[config.mk]
export PLATFORM = sky130hd
export DESIGN_NAME = instr_decode_stage
export DESIGN_NICKNAME = d
export VERILOG_FILES = /design/src/rtl/instr_decode_stage.sv
export SDC_FILE = /design/constraint.sdc
export NUM_CORES = 1
export LEC_CHECK = 0
export CAP_MARGIN = 10
export CORE_MARGIN = 1
export CORE_UTILIZATION = 42
export CTS_CLUSTER_DIAMETER = 30
export CTS_CLUSTER_SIZE = 8
export DETAILED_ROUTE_END_ITERATION = 7
export MAX_ROUTING_LAYER = met4
export PLACE_DENSITY = 0.8
export REMOVE_ABC_BUFFERS = 1
export SLEW_MARGIN = 20
export SYNTH_ARGS = -nofsm -noshare
export SYNTH_HDL_FRONTEND = slang
export SYNTH_SLANG_ARGS = --single-unit
[constraint.sdc]
create_clock -name clk -period 2.25 [get_ports clk]
set_input_delay 0.675 -clock clk [delete_from_list [all_inputs] [get_ports clk]]
set_output_delay 0.675 -clock clk [all_outputs]
set_load 0.01 [all_outputs]
[src/rtl/instr_decode_stage.sv]
// instr_decode_stage: buffered instruction-decode stage.
// A DEPTH-entry FIFO takes 16-bit instruction words over a valid/ready
// handshake. All decode fields come combinationally from the registered
// head entry, so there is no combinational path from input to output.
// Optional legality check: define DEC_ERR_CHECK_EN to flag illegal
// {opcode, op} encodings on err; when undefined, err is tied low.
module instr_decode_stage #(
   parameter int DW    = 16,
   parameter int DEPTH = 2
) (
   input  logic                     clk,
   input  logic                     reset_n,
   input  logic                     in_valid,
   output logic                     in_ready,
   input  logic [15:0]              in_instr,
   input  logic [2:0]               nsel,
   output logic                     out_valid,
   input  logic                     out_ready,
   output logic [2:0]               opcode,
   output logic [1:0]               op,
   output logic [1:0]               ALUop,
   output logic [1:0]               shift,
   output logic [DW-1:0]            sximm5,
   output logic [DW-1:0]            sximm8,
   output logic [2:0]               readnum,
   output logic [2:0]               writenum,
   output logic                     err,
   output logic [$clog2(DEPTH):0]   count
);

   localparam int PW = $clog2(DEPTH);
   localparam int CW = PW + 1;
   localparam logic [CW-1:0] FULL_C = CW'(DEPTH);

   logic [15:0]   mem_q [DEPTH];
   logic [PW-1:0] wr_ptr_q, wr_ptr_d;
   logic [PW-1:0] rd_ptr_q, rd_ptr_d;
   logic [CW-1:0] count_q, count_d;
   logic          push, pop;
   logic [15:0]   head;
   logic [2:0]    rn, rd, rm;

   // in_ready depends only on occupancy, so a pop never frees a slot early.
   assign in_ready  = (count_q < FULL_C);
   assign out_valid = (count_q != '0);
   assign push      = in_valid && in_ready;
   assign pop       = out_valid && out_ready;
   assign count     = count_q;

   // Next-state for pointers and occupancy; pointers wrap as DEPTH is a power of two.
   always_comb begin
      wr_ptr_d = wr_ptr_q;
      rd_ptr_d = rd_ptr_q;
      count_d  = count_q;
      if (push) wr_ptr_d = wr_ptr_q + PW'(1);
      if (pop)  rd_ptr_d = rd_ptr_q + PW'(1);
      case ({push, pop})
         2'b10:   count_d = count_q + CW'(1);
         2'b01:   count_d = count_q - CW'(1);
         default: count_d = count_q;
      endcase
   end

   // Control state: reset empties the FIFO immediately.
   always_ff @(posedge clk or negedge reset_n) begin
      if (!reset_n) begin
         wr_ptr_q <= '0;
         rd_ptr_q <= '0;
         count_q  <= '0;
      end else begin
         wr_ptr_q <= wr_ptr_d;
         rd_ptr_q <= rd_ptr_d;
         count_q  <= count_d;
      end
   end

   // Storage needs no reset; stale words are masked by out_valid.
   always_ff @(posedge clk) begin
      if (push) mem_q[wr_ptr_q] <= in_instr;
   end

   // Field extraction from the head; an empty FIFO decodes as all zeros.
   always_comb begin
      head     = out_valid ? mem_q[rd_ptr_q] : 16'h0000;
      opcode   = head[15:13];
      op       = head[12:11];
      ALUop    = head[12:11];
      shift    = head[4:3];
      rn       = head[10:8];
      rd       = head[7:5];
      rm       = head[2:0];
      sximm5   = DW'($signed(head[4:0]));
      sximm8   = DW'($signed(head[7:0]));
   end

   // Register select follows nsel directly; a non-one-hot nsel selects R0.
   always_comb begin
      readnum = 3'b000;
      case (nsel)
         3'b100:  readnum = rn;
         3'b010:  readnum = rd;
         3'b001:  readnum = rm;
         default: readnum = 3'b000;
      endcase
      writenum = readnum;
   end

`ifdef DEC_ERR_CHECK_EN
   // Legality check over {opcode, op}; only a valid head can be illegal.
   always_comb begin
      err = 1'b0;
      case ({opcode, op})
         5'b110_10, 5'b110_00,
         5'b101_00, 5'b101_01,
         5'b101_10, 5'b101_11: err = 1'b0;
         default:              err = out_valid;
      endcase
   end
`else
   assign err = 1'b0;
`endif

endmodule

* Word-level counts from Yosys, hierarchy flattened
Memories as Yosys holds them, arrays and structs flattened. Index checks and enable logic that the tools add are counted. W data, S select, Z words.
Storage, ports and cells: register bits after elaboration 4, bits in latches 0, RAM bits 32, ROM bits 0, input port bits 23, output and inout bits 52, word-level logic and storage cells 23, memories 1
Memory list:
- mem_q | depth 2, bits a word 16, rd ports 1, clocked after memory_dff 0, write ports 1, line 35 | logic [15:0] mem_q [DEPTH];
Operators by class: add/subtract/negate cells 4, $mul 0, divide/modulo/power cells 0, $lt $le $gt $ge 1, eq/ne operators 5, shift operators 0, mux-type cells 5, bitwise gates (word level) 0, reductions and logical operators 4
Operators with widths (number):
- $mux W16 | 1
- $pmux W3 S3 | 1
- $pmux W2 S2 | 1
- $reduce_bool A2 Y1 | 2
- $eq A3 B1 Y1 const B | 1
- $eq A3 B2 Y1 const B | 1
- $eq A3 B3 Y1 const B | 1
- $add A1 B1 Y1 const B | 2
- $add A2 B1 Y2 const B | 1
- $eq A2 B1 Y1 const B | 1
- $eq A2 B2 Y1 const B | 1
- $logic_and A1 B1 Y1 | 2
- $lt A2 B2 Y1 const B | 1
- $mux W1 | 2
- $sub A2 B1 Y2 const B | 1

* Depth between registers and ports, before layout
word-level depth 4, mapped depth 7, gate-level depth less buffers 7

* Worst setup path after synthesis
Ideal clock, no wire load.
path kind flip-flop to output port, from register rd_ptr_q, to output port writenum[2], arrival 1.597 ns, data required time 1.575 ns, path slack -0.022 ns, cell stages (with the launch flop) 7, path buffers 3, cells stage by stage dfrtp_1 buf_6 buf_6 mux2i_1 nor2_1 a211o_1 buf_4
Between the ends: longest elaborated chain between the ends 3
Ends and longest elaborated chain:
- start, declared | line 37 | logic [PW-1:0] rd_ptr_q, rd_ptr_d;
- start signal, assigned | line 72 | rd_ptr_q <= rd_ptr_d;
- $mem_v2 Z2 W16
- $mux W16 | line 84 | head = out_valid ? mem_q[rd_ptr_q] : 16'h0000;
- named net sximm8[7] | line 24 | output logic [DW-1:0] sximm8,
- $pmux W3 S3 | line 99 | case (nsel)
- end, declared | line 26 | output logic [2:0] writenum,
The timed path passes the listed nets, and every way through them passes these cells.

* Worst setup path after layout
from register rd_ptr_q, to output port readnum[1]
Between the ends: longest elaborated chain between the ends 3
Ends and longest elaborated chain:
- $mem_v2 Z2 W16
- $mux W16 | line 84
- $pmux W3 S3 | line 99
- end, declared | line 25 | output logic [2:0] readnum,
Every way passes these cells.

==> impl_metrics.tcl <==
set metrics [dict create \
    max_stage_delay_ps 450 \
    max_cap_viol_count 0 \
    final_nets 223 \
    min_period_ps 2414 \
    ys_types 20 \
    total_power_uw 3346 \
    grt_util_all_layers_pct 18.44 \
    startpoint "rd_ptr_q" \
    io_buffers 73 \
    hold_slack_ps 509.8 \
    final_cell_area_sq_mm 0.002514 \
    cp_max_fo 5 \
    yosysTopAreaCell "edfxtp_1" \
    antenna_left 0 \
    dr.pass1.iters 4 \
    top_layer "met4" \
    crit_type "reg -> out" \
    final_util_pct 66.17 \
    die_h_microns 66.26 \
    grt_overflow_total 0 \
    grt_max_degree 17 \
    cts_buffers 5 \
    ys_seq_area_share_pct 61.18 \
    dieArea_sq_mm 0.004390 \
    drive_above_1_share_pct 38.00 \
    status "finished with violations" \
    vias_per_cell 4.661 \
    num_io_pins 75 \
    ctsHoldBuffers 0 \
    hold_violations 0 \
    postSynthCellCount 126 \
    worstPathArrival_ps 1740 \
    synth_area_leaders "edfxtp_1 (55%), buf_4 (14%), mux2i_1 (7.5%), dfrtp_1 (5.8%), nor2_1 (3.2%)" \
    post-dp-hpwl_mm 2.559 \
    final-setup-viol-count 16 \
    setup_ws_ps -164.1 \
    post-route-period-util_pct 107.3 \
    clock_sinks 36 \
    report.final.slew_viol_count 0 \
    rsz0062_at_grt "true" \
    r2r_start "count[0]" \
    num-fill-cells 278 \
    drc 0 \
    clkLatencyLatePin_ps 280 \
    fmax_mhz 414.2 \
    rows 22 \
    vias 1156 \
    hp-start "wr_ptr_q" \
    hp-class "reg -> reg" \
    cp_data_required_time_ps 1570 \
    cts-root-buf "clkbuf_8" \
    startpoint_type "register" \
    met1Wirelength_mm 1.275 \
    syn-cell-area_sq_mm 0.001734 \
    rr_worst_depth 7 \
    synth_seq_cells 36 \
    endpoint_kind "output pin" \
    antenna_found_initial 0 \
    whs_path_depth 1 \
    antennaDiodeCount 0 \
    clk_pin_slew_ps 70 \
    grt_pass1_vias 1284 \
    dpl_cell_area_sq_mm 0.002400 \
    ir_worst_vdd_mv 0.8201 \
    drt_wl_total_mm 3.547 \
    drt_iter0_drc 25 \
    synth_top_area_share_pct 55.41 \
    leakagePower_uw 0.001127 \
    p_per_area_mw_per_mm2 1331 \
    violations "setup timing" \
    cts_max_path_buffers 2 \
    layout_common_cells "edfxtp_1 (32), buf_4 (24), clkdlybuf4s50_1 (22), dlygate4sd2_1 (19)" \
    post_drt_wl_per_cell_microns 14.30 \
    area_delta_synth_final_pct 44.95 \
    setup_tns_ps -1466 \
    gp_congestion 0.7363 \
    clock_skew_ps 4.524 \
    critPathSlowestCell "dfrtp_2" \
    initial_core_util_pct 45.65 \
    wl_met2_mm 1.870 \
    grt_first_pass_wirelength_mm 5.602 \
    core-area_sq_mm 0.003799 \
    dr_wl_met3_microns 326 \
    yosys_warnings 0 \
    htree_levels 2 \
    final_common_cell "edfxtp_1" \
    cts_tree "built" \
    syn_avg_cell_area_sq_um 13.76 \
    crit_chain "buf_6 -> mux2_4 -> and3_4 -> a221o_1 -> buf_2" \
    die_x_microns 66.26 \
]
[where the power goes]
| part | total [uW] | switching [uW] | internal (uW) |
|---|---|---|---|
| clock | 423 | 213 | 210 |
| combinational | 1960 | 909 | 1050 |
| sequential | 962 | 71.3 | 891 |
[routing by layer]
layer,global-route usage (%),up-vias
met2,32.53,71
li1,-,552
met5,-,-
met1,18.42,527
met3,6.897,6
met4,6.915,0
[synth_stat cells]
cell and count:
a211o_1 2, nand2_1 1, dfrtp_1 4, edfxtp_1 32
buf_2 1, buf_6 2, mux2i_1 13, nor2_2 1
nor3b_1 5, conb_1 1, inv_1 2, xor2_1 1
mux2_4 3, a221o_1 1, and3_1 4, nor2_1 15
buf_4 32, ha_1 1, xnor2_1 4, and2_1 1
[timing repair]
item	4_1_cts	5_1_grt
pin swaps	5	4
gates cloned	0	1
setup buffers	5	7
gates resized for setup	116	35
endpoints found under the hold margin	0	0
endpoints found under the setup margin	48	41
[stage by stage]
stage          instances  worst slack (ps)
5_1_grt              248            -223.0
4_1_cts              244            -216.3
3_3_place_gp         231            -757.5
6_report             248            -164.1
3_5_place_dp         231            -948.1
2_1_floorplan         91             -1131
[state kept, by name (all words and copies together), names as in the netlist]
name and flops:
mem_q 32, count 2, rd_ptr_q 1, wr_ptr_q 1
[cell families (layout without fill, tap and decap cells)]
logic type | count (synthesis) | after routing | synth area share, %
muxes | 16 | 16 | 10.10
AOI/OAI and AO/OA | 3 | 3 | 1.588
DFF | 36 | 36 | 61.18
adders and majority gates | 1 | 1 | 0.7214
and+or+nand+nor | 27 | 27 | 7.792
buffers and inverters | 37 | 111 | 15.87
xor gates and xnor gates | 5 | 5 | 2.525
other | 1 | 1 | 0.2162
[path summary, 6_finish.rpt]
kind	endpoint	slack (ps)
setup / recovery	readnum[1]	-160
hold / removal	wr_ptr_q	510
setup reg to reg	count[1]	620
hold reg to reg	wr_ptr_q	510
max in group asynchronous	rd_ptr_q	1460
min in group asynchronous	count[0]	600
[area by class of cell]
| class | instances | area [sq um] | area share (%) |
|---|---|---|---|
| Clock inverter | 3 | 13.76 | 0.5475 |
| Timing Repair Buffer | 101 | 845.8 | 33.65 |
| Tap cell | 48 | 60.06 | 2.389 |
| Inverter | 2 | 7.507 | 0.2987 |
| Sequential cell | 36 | 1062 | 42.26 |
| Clock buffer | 5 | 68.82 | 2.738 |
| Multi-Input combinational cell | 53 | 455.4 | 18.12 |
[worst max-delay path: cells and delay by family (launching register included)]
kind / cells / cell delay, ps
buf+inv: 2 / 280
compound gates: 1 / 270
mux: 1 / 290
flops: 1 / 450
simple gates: 1 / 170
(Power assumes the default switching activity.)
